File: src/rtl/led_bar_pkg.sv
// Shared types and pattern helpers for the LED-bar sequencer.
package led_bar_pkg;

  typedef enum logic [1:0] {
    FILL_DRAIN = 2'd0,
    SCAN       = 2'd1,
    COUNT      = 2'd2,
    BLINK      = 2'd3
  } led_mode_e;

  localparam int unsigned MAX_LEDS = 16;

  function automatic int unsigned period(led_mode_e m, int unsigned n);
    case (m)
      FILL_DRAIN, SCAN: return 32'd2 * n - 32'd2;
      COUNT:            return 32'd1 << n;
      default:          return 32'd2;
    endcase
  endfunction

  // Bit i set means LED i lit; polarity is applied by the caller.
  function automatic logic [MAX_LEDS-1:0] pattern(led_mode_e m, int unsigned p, int unsigned n);
    logic [31:0] all;
    logic [31:0] bits;
    all = (32'd1 << n) - 32'd1;
    case (m)
      FILL_DRAIN: bits = (p < n) ? ((32'd1 << (p + 32'd1)) - 32'd1)
                                 : ((all << (p - n + 32'd2)) & all);
      SCAN:       bits = 32'd1 << ((p < n) ? p : (32'd2 * n - 32'd2 - p));
      COUNT:      bits = p;
      default:    bits = (p == 32'd0) ? all : '0;
    endcase
    return MAX_LEDS'(bits & all);
  endfunction

endpackage

File: src/rtl/led_bar_sequencer_if.sv
// Control/status bundle of the LED-bar sequencer; brightness exists only with LED_PWM_EN.
interface led_bar_sequencer_if
  import led_bar_pkg::*;
#(
  parameter int unsigned N_LEDS = 6
);
  logic              en;
  logic              pause;
  led_mode_e         mode;
  logic [N_LEDS-1:0] leds;
  logic              step_pulse;
  logic              wrap;
`ifdef LED_PWM_EN
  logic [3:0]        brightness;
`endif

  modport master (
    output en, pause, mode,
`ifdef LED_PWM_EN
    output brightness,
`endif
    input  leds, step_pulse, wrap
  );

  modport slave (
    input  en, pause, mode,
`ifdef LED_PWM_EN
    input  brightness,
`endif
    output leds, step_pulse, wrap
  );
endinterface

File: src/rtl/led_bar_sequencer_tick_gen.sv
// Step prescaler: counts 0..DIV-1 and flags the last count as the step tick.
module led_tick_gen #(
  parameter int unsigned DIV = 2
) (
  input  logic clk,
  input  logic rst,
  input  logic clr,
  input  logic hold,
  output logic tick
);
  localparam int unsigned   CW   = (DIV > 1) ? $clog2(DIV) : 1;
  localparam logic [CW-1:0] LAST = CW'(DIV - 1);

  logic [CW-1:0] cnt_q, cnt_d;

  always_comb begin
    cnt_d = cnt_q;
    tick  = 1'b0;
    if (clr) begin
      cnt_d = '0;
    end else if (!hold) begin
      if (cnt_q == LAST) begin
        cnt_d = '0;
        tick  = 1'b1;
      end else begin
        cnt_d = cnt_q + 1'b1;
      end
    end
  end

  always_ff @(posedge clk or posedge rst) begin
    if (rst) cnt_q <= '0;
    else     cnt_q <= cnt_d;
  end
endmodule

File: src/rtl/led_bar_sequencer.sv
// Parametrised LED-bar pattern engine: prescaled phase counter mapped to an N-LED pattern.
// Optional LED_PWM_EN adds a brightness input gating lit LEDs with a 4-bit PWM.
module led_bar_sequencer
  import led_bar_pkg::*;
#(
  parameter int unsigned CLK_HZ     = 27_000_000,
  parameter int unsigned STEP_HZ    = 2,
  parameter int unsigned N_LEDS     = 6,
  parameter bit          ACTIVE_LOW = 1'b1
) (
  input logic                clk,
  input logic                rst,
  led_bar_sequencer_if.slave bus
);
  localparam int unsigned       DIV   = CLK_HZ / STEP_HZ;
  localparam int unsigned       PW    = N_LEDS;
  localparam logic [N_LEDS-1:0] UNLIT = ACTIVE_LOW ? '1 : '0;

  if (DIV < 2) begin : g_div_chk
    $error("led_bar_sequencer: CLK_HZ/STEP_HZ must be >= 2");
  end
  if (N_LEDS < 2 || N_LEDS > MAX_LEDS) begin : g_n_chk
    $error("led_bar_sequencer: N_LEDS must be in 2..16");
  end

  logic              tick;
  logic              pwm_on;
  logic [PW-1:0]     phase_q, phase_d;
  led_mode_e         mode_q, mode_d;
  logic [N_LEDS-1:0] lit_q, lit_d;
  logic [N_LEDS-1:0] lit_on;
  logic [N_LEDS-1:0] leds_q, leds_d;
  logic              step_pulse_q, step_pulse_d;
  logic              wrap_q, wrap_d;

  led_tick_gen #(.DIV(DIV)) u_tick (
    .clk  (clk),
    .rst  (rst),
    .clr  (!bus.en),
    .hold (bus.pause),
    .tick (tick)
  );

`ifdef LED_PWM_EN
  logic [3:0] pwm_cnt_q, pwm_cnt_d;

  always_comb pwm_cnt_d = pwm_cnt_q + 1'b1;

  always_ff @(posedge clk or posedge rst) begin
    if (rst) pwm_cnt_q <= '0;
    else     pwm_cnt_q <= pwm_cnt_d;
  end

  assign pwm_on = (pwm_cnt_q < bus.brightness);
`else
  assign pwm_on = 1'b1;
`endif

  // The pattern is loaded from the next-state phase so the new LEDs appear
  // in the same cycle as step_pulse; phase itself is never visible outside.
  always_comb begin
    phase_d      = phase_q;
    mode_d       = mode_q;
    lit_d        = lit_q;
    step_pulse_d = 1'b0;
    wrap_d       = 1'b0;
    if (!bus.en) begin
      phase_d = '0;
      mode_d  = bus.mode;
      lit_d   = '0;
    end else if (!bus.pause) begin
      if (tick) begin
        step_pulse_d = 1'b1;
        if (bus.mode != mode_q) begin
          mode_d  = bus.mode;
          phase_d = '0;
        end else if (32'(phase_q) == period(mode_q, N_LEDS) - 32'd1) begin
          phase_d = '0;
          wrap_d  = 1'b1;
        end else begin
          phase_d = phase_q + 1'b1;
        end
      end
      lit_d = N_LEDS'(pattern(mode_d, 32'(phase_d), N_LEDS));
    end
    lit_on = lit_d & {N_LEDS{pwm_on}};
    leds_d = ACTIVE_LOW ? ~lit_on : lit_on;
  end

  always_ff @(posedge clk or posedge rst) begin
    if (rst) begin
      phase_q      <= '0;
      mode_q       <= FILL_DRAIN;
      lit_q        <= '0;
      leds_q       <= UNLIT;
      step_pulse_q <= 1'b0;
      wrap_q       <= 1'b0;
    end else begin
      phase_q      <= phase_d;
      mode_q       <= mode_d;
      lit_q        <= lit_d;
      leds_q       <= leds_d;
      step_pulse_q <= step_pulse_d;
      wrap_q       <= wrap_d;
    end
  end

  assign bus.leds       = leds_q;
  assign bus.step_pulse = step_pulse_q;
  assign bus.wrap       = wrap_q;
endmodule

File: src/flat_wrapper.sv
// flat-port wrapper written by rule: the top's interface ports become plain ports
module led_bar_sequencer_flat import led_bar_pkg::*;
#(
  parameter int unsigned CLK_HZ     = 27_000_000,
  parameter int unsigned STEP_HZ    = 2,
  parameter int unsigned N_LEDS     = 6,
  parameter bit          ACTIVE_LOW = 1'b1
)
  (clk, rst, bus_en, bus_pause, bus_mode, bus_leds, bus_step_pulse, bus_wrap);
  led_bar_sequencer_if #(.N_LEDS(N_LEDS)) bus_i ();
  input logic clk;
  input logic rst;
  input wire logic [$bits(bus_i.en)-1:0] bus_en;
  input wire logic [$bits(bus_i.pause)-1:0] bus_pause;
  input wire logic [$bits(bus_i.mode)-1:0] bus_mode;
  output wire logic [$bits(bus_i.leds)-1:0] bus_leds;
  output wire logic [$bits(bus_i.step_pulse)-1:0] bus_step_pulse;
  output wire logic [$bits(bus_i.wrap)-1:0] bus_wrap;
  assign bus_i.en = bus_en;
  assign bus_i.pause = bus_pause;
  assign bus_i.mode = bus_mode;
  assign bus_leds = bus_i.leds;
  assign bus_step_pulse = bus_i.step_pulse;
  assign bus_wrap = bus_i.wrap;
  led_bar_sequencer #(.CLK_HZ(CLK_HZ), .STEP_HZ(STEP_HZ), .N_LEDS(N_LEDS), .ACTIVE_LOW(ACTIVE_LOW)) u_core (.clk(clk), .rst(rst), .bus(bus_i));
endmodule
File: config.mk
export PLATFORM = sky130hd
export DESIGN_NAME = led_bar_sequencer_flat
export DESIGN_NICKNAME = d
export VERILOG_FILES = /design/src/rtl/led_bar_pkg.sv /design/src/rtl/led_bar_sequencer_if.sv /design/src/rtl/led_bar_sequencer_tick_gen.sv /design/src/rtl/led_bar_sequencer.sv /design/src/flat_wrapper.sv
export SDC_FILE = /design/constraint.sdc
export NUM_CORES = 1
export LEC_CHECK = 0
export CAP_MARGIN = 20
export CORE_AREA = 2 2 78 80
export DETAILED_ROUTE_END_ITERATION = 8
export DIE_AREA = 0 0 80 82
export GPL_TIMING_DRIVEN = 0
export HOLD_SLACK_MARGIN = 0.02
export PLACE_DENSITY = 0.8
export SYNTH_ARGS = -nofsm -noshare
export SYNTH_HDL_FRONTEND = slang
export SYNTH_SLANG_ARGS = --single-unit
File: constraint.sdc
create_clock -name clk -period 5.4 [get_ports clk]
set_clock_uncertainty 0.05 [all_clocks]
set_input_delay 0.54 -clock clk [delete_from_list [all_inputs] [get_ports clk]]
set_output_delay 0.54 -clock clk [all_outputs]
set_load 0.02 [all_outputs]
After elaboration in Yosys (flattened, before gate mapping):

Cells that the tools add are included.

* logic and storage cells: 70
* input port bits: 6
* register bits: 46
* output and inout bits: 8

* shifts and indexed selects: 3
* muxes and demuxes: 38
* bitwise gates (word level): 1
* $add $sub $neg: 8
* reductions and logical operators: 4
* $lt $le $gt $ge: 1
* equality and inequality tests: 8

Operators by type and width (count)
* 32-bit two-way mux: 5
* 24-bit two-way mux: 3
* 6-bit two-way mux: 11
* 1-bit by 32-bit << shifter with 6-bit output, first input constant: 2
* 32-bit by 2-bit adder with 32-bit output, second input constant: 1
* 6-bit by 32-bit == test with 1-bit output: 1
* 6-bit by 32-bit << shifter with 6-bit output, first input constant: 1
* 32-bit by 1-bit subtractor with 32-bit output, second input constant: 1
* 24-bit by 1-bit adder with 24-bit output, second input constant: 1
* 24-bit == test, second input constant: 1
* 6-bit one-hot mux with 3 select lines: 1
* 7-bit one-hot mux with 2 select lines: 1
* 2-bit two-way mux: 6
* 1-bit two-way mux: 11
* 6-bit by 1-bit adder with 7-bit output, second input constant: 1
* 4-bit by 6-bit subtractor with 7-bit output, first input constant: 1
* 6-bit by 3-bit subtractor with 7-bit output, second input constant: 1
* 6-bit by 1-bit adder with 6-bit output, second input constant: 1
* 6-bit logical NOT: 1
* 6-bit by 3-bit < comparator with 1-bit output, second input constant: 1
* 6-bit NOT: 1
* 6-bit by 1-bit subtractor with 6-bit output, second input constant: 1
* 2-bit by 1-bit == test with 1-bit output, second input constant: 2
* 2-bit == test, second input constant: 2
* other kinds (4): 5

Logic depth before layout (Yosys ltp):

Gate-level depths: netlist (run 1).

* depth after elaboration: 22
* mapped depth: 20
* gate-level depth less buffers: 18

Cells and area by module:

From an unflattened synthesis (run 1), not the netlist that was laid out.

* cells, all modules: 437
* area total of the unflattened synthesis: 3732.3 um^2

By module, submodules not included
* led_bar_sequencer: seq. area each 558.0 um^2, times used 1, area an instance 2227.1 um^2, cells an instance 262
* led_tick_gen: seq. area each 600.6 um^2, times used 1, area an instance 1505.2 um^2, cells an instance 175

Least setup slack after synthesis (run 1):

No wires, ideal clock.

* path kind: register to register
* from: reg u_core.u_tick.cnt_q[0]
* to: reg u_core.lit_q[0]
* required time: 5284 ps
* buffers on the path: 2
* setup slack: 891 ps
* cell stages (with the launch flop): 20
* data arrival time: 4392 ps
* clock period less this slack: 4509 ps
* library setup time: 66 ps
* cells stage by stage: dfrtp_1 ha_1 and4_1 and4_1 buf_4 nand2_4 clkinv_4 nand3_1 nand2_1 ha_1 clkbuf_1 nand2_1 o32ai_1 nand4_1 ha_1 or4_1 a2111o_1 a2111oi_4 nor4b_4 a221o_1

* longest elaborated chain between the ends: 14
* elaborated cells between the ends (all ways): 29
* those cells by class: add/sub: 5; order compare: 1; eq/ne: 3; shift: 3; mux: 15; reduce/logical: 2

RTL lines
* start, declared: line led_bar_sequencer_tick_gen.sv:14 `logic [CW-1:0] cnt_q, cnt_d;`
* start signal, assigned: line led_bar_sequencer_tick_gen.sv:33 `else cnt_q <= cnt_d;`
* 24-bit == test (*): line led_bar_sequencer_tick_gen.sv:22 `if (cnt_q == LAST) begin`
* 1-bit two-way mux (*): line led_bar_sequencer_tick_gen.sv:22
* 1-bit two-way mux (*): line led_bar_sequencer_tick_gen.sv:21 `end else if (!hold) begin`
* 1-bit two-way mux (*): line led_bar_sequencer_tick_gen.sv:19 `if (clr) begin`
* 6-bit two-way mux: line led_bar_sequencer.sv:72 `if (tick) begin`
* 6-bit two-way mux: line led_bar_sequencer.sv:71 `end else if (!bus.pause) begin`
* 6-bit two-way mux: line led_bar_sequencer.sv:67 `if (!bus.en) begin`
* 6-bit by 3-bit subtractor with 7-bit output or 6-bit by 1-bit adder with 7-bit output (tied branches): line led_bar_pkg.sv:28, led_bar_pkg.sv:27
* 32-bit by 2-bit adder with 32-bit output or 1-bit by 32-bit << shifter with 6-bit output (tied branches): line led_bar_pkg.sv:28, led_bar_pkg.sv:27
* 6-bit by 32-bit << shifter with 6-bit output or 6-bit by 1-bit subtractor with 6-bit output (tied branches): line led_bar_pkg.sv:28, led_bar_pkg.sv:27
* 6-bit two-way mux: line led_bar_pkg.sv:27 `FILL_DRAIN: bits = (p < n) ? ((32'd1 << (p + 32'd1)) - 32'd1)`
* 6-bit one-hot mux with 3 select lines (*): line led_bar_pkg.sv:26 `case (m)`
* 6-bit two-way mux (*): line led_bar_sequencer.sv:71
* 6-bit two-way mux (*): line led_bar_sequencer.sv:67
* named net u_core.lit_d[0]: line led_bar_sequencer.sv:30 `logic [N_LEDS-1:0] lit_q, lit_d;`
* end signal, assigned: line led_bar_sequencer.sv:101 `lit_q <= lit_d;`
* end, declared: line led_bar_sequencer.sv:30

Mark *: on every way through the listed nets, which the timed path passes. The rest lies on a longest branch. The select of a mux whose other input is x is not followed.
A chain may end at the register's enable or synchronous reset.

Worst setup path after layout (run 1):

* from: in bus_pause
* to: reg u_core.lit_q[0]

* longest elaborated chain between the ends: 12
* elaborated cells between the ends (all ways): 27
* those cells by class: add/sub: 5; order compare: 1; eq/ne: 2; shift: 3; mux: 14; reduce/logical: 2

RTL lines
* start, declared: line flat_wrapper.sv:14 `input wire logic [$bits(bus_i.pause)-1:0] bus_pause;`
* 1-bit two-way mux: line led_bar_sequencer_tick_gen.sv:21
* 1-bit two-way mux: line led_bar_sequencer_tick_gen.sv:19
* 6-bit two-way mux: line led_bar_sequencer.sv:72
* 6-bit two-way mux: line led_bar_sequencer.sv:71
* 6-bit two-way mux: line led_bar_sequencer.sv:67
* 6-bit by 3-bit subtractor with 7-bit output or 6-bit by 1-bit adder with 7-bit output (tied branches): line led_bar_pkg.sv:28, led_bar_pkg.sv:27
* 32-bit by 2-bit adder with 32-bit output or 1-bit by 32-bit << shifter with 6-bit output (tied branches): line led_bar_pkg.sv:28, led_bar_pkg.sv:27
* 6-bit by 32-bit << shifter with 6-bit output or 6-bit by 1-bit subtractor with 6-bit output (tied branches): line led_bar_pkg.sv:28, led_bar_pkg.sv:27
* 6-bit two-way mux: line led_bar_pkg.sv:27
* 6-bit one-hot mux with 3 select lines: line led_bar_pkg.sv:26
* 6-bit two-way mux (*): line led_bar_sequencer.sv:71
* 6-bit two-way mux (*): line led_bar_sequencer.sv:67
* named net u_core.lit_d[0]: line led_bar_sequencer.sv:30

Marks and branches as above.

==> results of run 1 <==
## cells by family after synthesis
family / Yosys count
compound gates: 102
xor+xnor: 20
fa+ha+maj: 15
buf+inv: 26
flops: 46
mux: 4
simple gates: 182
## cell type report
class	instances	share of cell area [%]
multi-input cells	323	57.6
well taps	75	2.44
clock inverters	1	0.781
inverters	12	1.30
repair buffers	15	4.10
clock buffers	7	1.99
plain buffers	13	1.69
flip-flops and latches	46	30.1
## timing repair
item                                    4_1_cts  5_1_grt
endpoints found under the setup margin        8       10
pin swaps                                     0        1
resized for setup                             2        2
gates cloned                                  0        0
buffers inserted                              0        1
## layer usage
| metal | global-route usage (%) | share of wire, % | wire length (µm) | vias to the layer above |
|---|---|---|---|---|
| li1 | - | - | - | 1542 |
| met1 | 37.9 | 46 | 3930 | 1615 |
| met2 | 45.2 | 46 | 3910 | 127 |
| met3 | 4.62 | 5.8 | 498 | 26 |
| met4 | 11.9 | 2.2 | 187 | 0 |
| met5 | 0 | 0 | 0 | - |
## flip-flops by register name (all words and copies together), names as in the netlist
register / flops
u_core.bus.leds: 6
u_core.bus.step_pulse: 1
u_core.bus.wrap: 1
u_core.lit_q: 6
u_core.mode_q: 2
u_core.phase_q: 6
u_core.u_tick.cnt_q: 24
## power by group through the flow
stage	Combinational, mW	Sequential [mW]	Clock (mW)
2_1_floorplan	0.0454	0.368	0
3_3_place_gp	0.0726	0.365	0
3_5_place_dp	0.0757	0.366	0
4_1_cts	0.0768	0.359	0.264
5_1_grt	0.0852	0.360	0.276
6_report	0.0770	0.359	0.261
## cell usage in the layout (no fill, tap or decap), types with 12 or more instances in the layout
cell,synthesis,layout
nand3_1,21,21
clkdlybuf4s50_1,0,13
nor2_1,34,33
nand2_1,37,36
dfrtp_1,40,40
a21oi_1,14,14
and2_1,14,14
ha_1,15,15
nand4_1,12,12
xnor2_1,13,13
o21ai_0,23,23
## critical path, stage by stage
cell             delay [ns]
clkdlybuf4s50_1        0.55
nand2b_1               0.31
nor3_4                 0.27
nand2_4                0.13
clkinv_4               0.12
nand3_1                0.09
nand2_2                0.23
ha_1                   0.23
clkbuf_2               0.26
nand2_1                0.20
o32ai_2                0.31
nand4_1                0.14
ha_1                   0.20
or4_1                  0.52
a2111o_1               0.36
a2111oi_4              0.26
nor4b_4                0.40
a221o_1                0.21
## worst min-delay path by stage
stage | cells after the start | to | from
6_report | 1 | u_core.bus.leds[1] | u_core.lit_q[1]
5_1_grt | 1 | u_core.bus.leds[0] | u_core.lit_q[0]
4_1_cts | 1 | u_core.bus.leds[1] | u_core.lit_q[1]
3_5_place_dp | 1 | u_core.bus.leds[1] | u_core.lit_q[1]
3_3_place_gp | 1 | u_core.bus.leds[1] | u_core.lit_q[1]
2_1_floorplan | 1 | u_core.bus.leds[1] | u_core.lit_q[1]
## through the flow
stage	setup slack (ns)	util, %
final	0.247	66.9
after global routing	0.0243	66.9
after CTS	0.0878	66.7
after detailed placement	-0.475	64.7
after global placement	-0.385	64.4
after floorplan	0.891	-
==> impl_results.md, run 1 <==
- Worst hold margin: 0.379 ns
- Synthesized instance count: 395
- Core area: 5750 µm²
- Yosys cell types: 75
- Vias in the first global route: 3094
- Logic pwr share: 11.0%
- Max clock buf depth: 2
- WS Path Type: in -> reg
- Drc violations: 0
- Largest family of logic cells by synthesized area: simple AND/OR/NAND/NOR gates
- FFs w/ async S/R, synth: 100%
- Fillers: 491
- Peak supply drop: 0.164 mV
- Area Growth Syn to Fin: 10.6%
- Top cells by area, synth: dfrtp_1 29%, ha_1 5.4%, dfstp_2 4.5%, nand2_1 4.0%, nor2_1 3.7%
- Max Cap Viol: 0
- Vias: 3310
- Seq pwr share: 51.5%
- Crit. Startpoint: bus_pause
- Simple-Gate Fraction of Synth Area: 29.8%
- H-tree levels: 2
- ANT nets after route: 0
- F_max: 194 MHz
- R2R Path Start: u_core.u_tick.cnt_q[0]
- Status: completed
- Multiplexer share of the synthesized area: 1.22%
- Power Density: 181 nW/µm²
- Slew headroom: 29.8%
- Synth top area share: 28.8%
- Fin nets: 437
- Skew-Pair Late Insertion Delay: 0.31 ns
- Crit start category: input port
- Crit path capture type: register
- Area of the multi-input gates: 2210 µm²
- Die area: 6560 µm²
- Die Y-Extent: 82 µm
- Total iterations of the first detailed-routing run: 7
- Final instance area: 3840 µm²
- Num rows: 28
- Syn Nets: 416
- Post-DP Area: 3720 µm²
- Via/cell ratio: 6.73
- Seq. cell area: 1160 µm²
- Synth Area in Compound Gates: 21.9%
- Initial antenna violation count: 0
- Switch Pwr: 177 µW
- Synth Area in Adders: 5.40%
- Starting density of the core: 60.5%
- Die Wd: 80 µm
- Leakage power: 1.55 nW
- Gr usage total: 28.2%
- Final TNS setup: 0 ns
- WP data required: 5.59 ns
- FF-to-FF End: u_core.lit_q[0]
- Inst Count DP: 484
- Num ports: 14
- RSZ-0062 raised after global routing: false
- Root Buffer: clkbuf_8
- Power Internal: 520 µW
- Arrival @ worst endpoint: 5.34 ns
- Worst-Margin Slew: 1.04 ns
- Antenna cells: 0
- Largest net degree at the start of global routing: 34
- Post-synth top flop: dfrtp_1
- Tcrit/Tclk final: 95.4%
- Clock-pin slew on the worst setup and hold paths: 0.08 ns
- Final Hold Viols: 0
- Register area share after synthesis: 33.3%
- Routed WL: 8530 µm
- CP endpoint: u_core.lit_q[0]
- Post-synth top cells: 40 x dfrtp_1, 37 x nand2_1, 34 x nor2_1
- Setup violations, final: 0
- Clk pwr share: 37.4%
- Most frequent cell after synthesis: dfrtp_1
- Final Total Pwr: 697 µW
- Starting DRC count in detailed routing: 275
- Global route overflow: 0
- Mapped Area: 3480 µm²
- R2R cell count: 19
- I/O Buffers: 13
- RePlAce Congestion: 1.02
- Sw frac: 25.4%
- Slew Limit Fails: 0
- Num CTS Buffers: 5
- EDFF count, synth: 0
- Avg Cell Area, Syn: 8.80 µm²
- Max FO, Critical Path: 10
- Yosys warnings: 0
- XOR/XNOR Fraction of Synth Area: 5.04%
- Clk sinks: 46
- Finished Layout Cells: 492
- #FFs+latches synth: 46
- R2r setup slk: 0.38 ns
- Post-DP HPWL: 6260 µm
- Hold-fix buffers at CTS: 0
- Share of layout cells above drive strength 1: 11.0%
- Minimum clock period after layout: 5.15 ns
- Synth area leader: dfrtp_1
- Routed WL per cell: 17.3 µm
- Worst hold path class: reg -> reg
- CTS tree: built
- First-pass GRT wire length: 14500 µm
Power figures use the tool's default switching activity.
==> inputs of run 2 (changes only) <==
--- a/config.mk
+++ b/config.mk
@@ -7,6 +7,7 @@
 export LEC_CHECK = 0
 export CAP_MARGIN = 20
 export CORE_AREA = 2 2 78 80
+export CTS_CLUSTER_SIZE = 12
 export DETAILED_ROUTE_END_ITERATION = 8
 export DIE_AREA = 0 0 80 82
 export GPL_TIMING_DRIVEN = 0
==> results of run 2 <==
Final layout, timing and power as in run 1 (identical DEF).
==> inputs of run 3 (changes only) <==
--- a/config.mk
+++ b/config.mk
@@ -13,6 +13,7 @@
 export GPL_TIMING_DRIVEN = 0
 export HOLD_SLACK_MARGIN = 0.02
 export PLACE_DENSITY = 0.8
+export SLEW_MARGIN = 15
 export SYNTH_ARGS = -nofsm -noshare
 export SYNTH_HDL_FRONTEND = slang
 export SYNTH_SLANG_ARGS = --single-unit
==> constraint.sdc (replaced) <==
create_clock -name clk -period 5.4 [get_ports clk]
set_clock_uncertainty 0.05 [all_clocks]
set_input_delay 0.54 -clock clk [delete_from_list [all_inputs] [get_ports clk]]
set_output_delay 0.54 -clock clk [all_outputs]
set_load 0.01 [all_outputs]
==> results of run 3 <==
The final DEF is identical to that of run 1. Status: completed.
Main changes from that run: total power 0.697 mW -> 0.695 mW
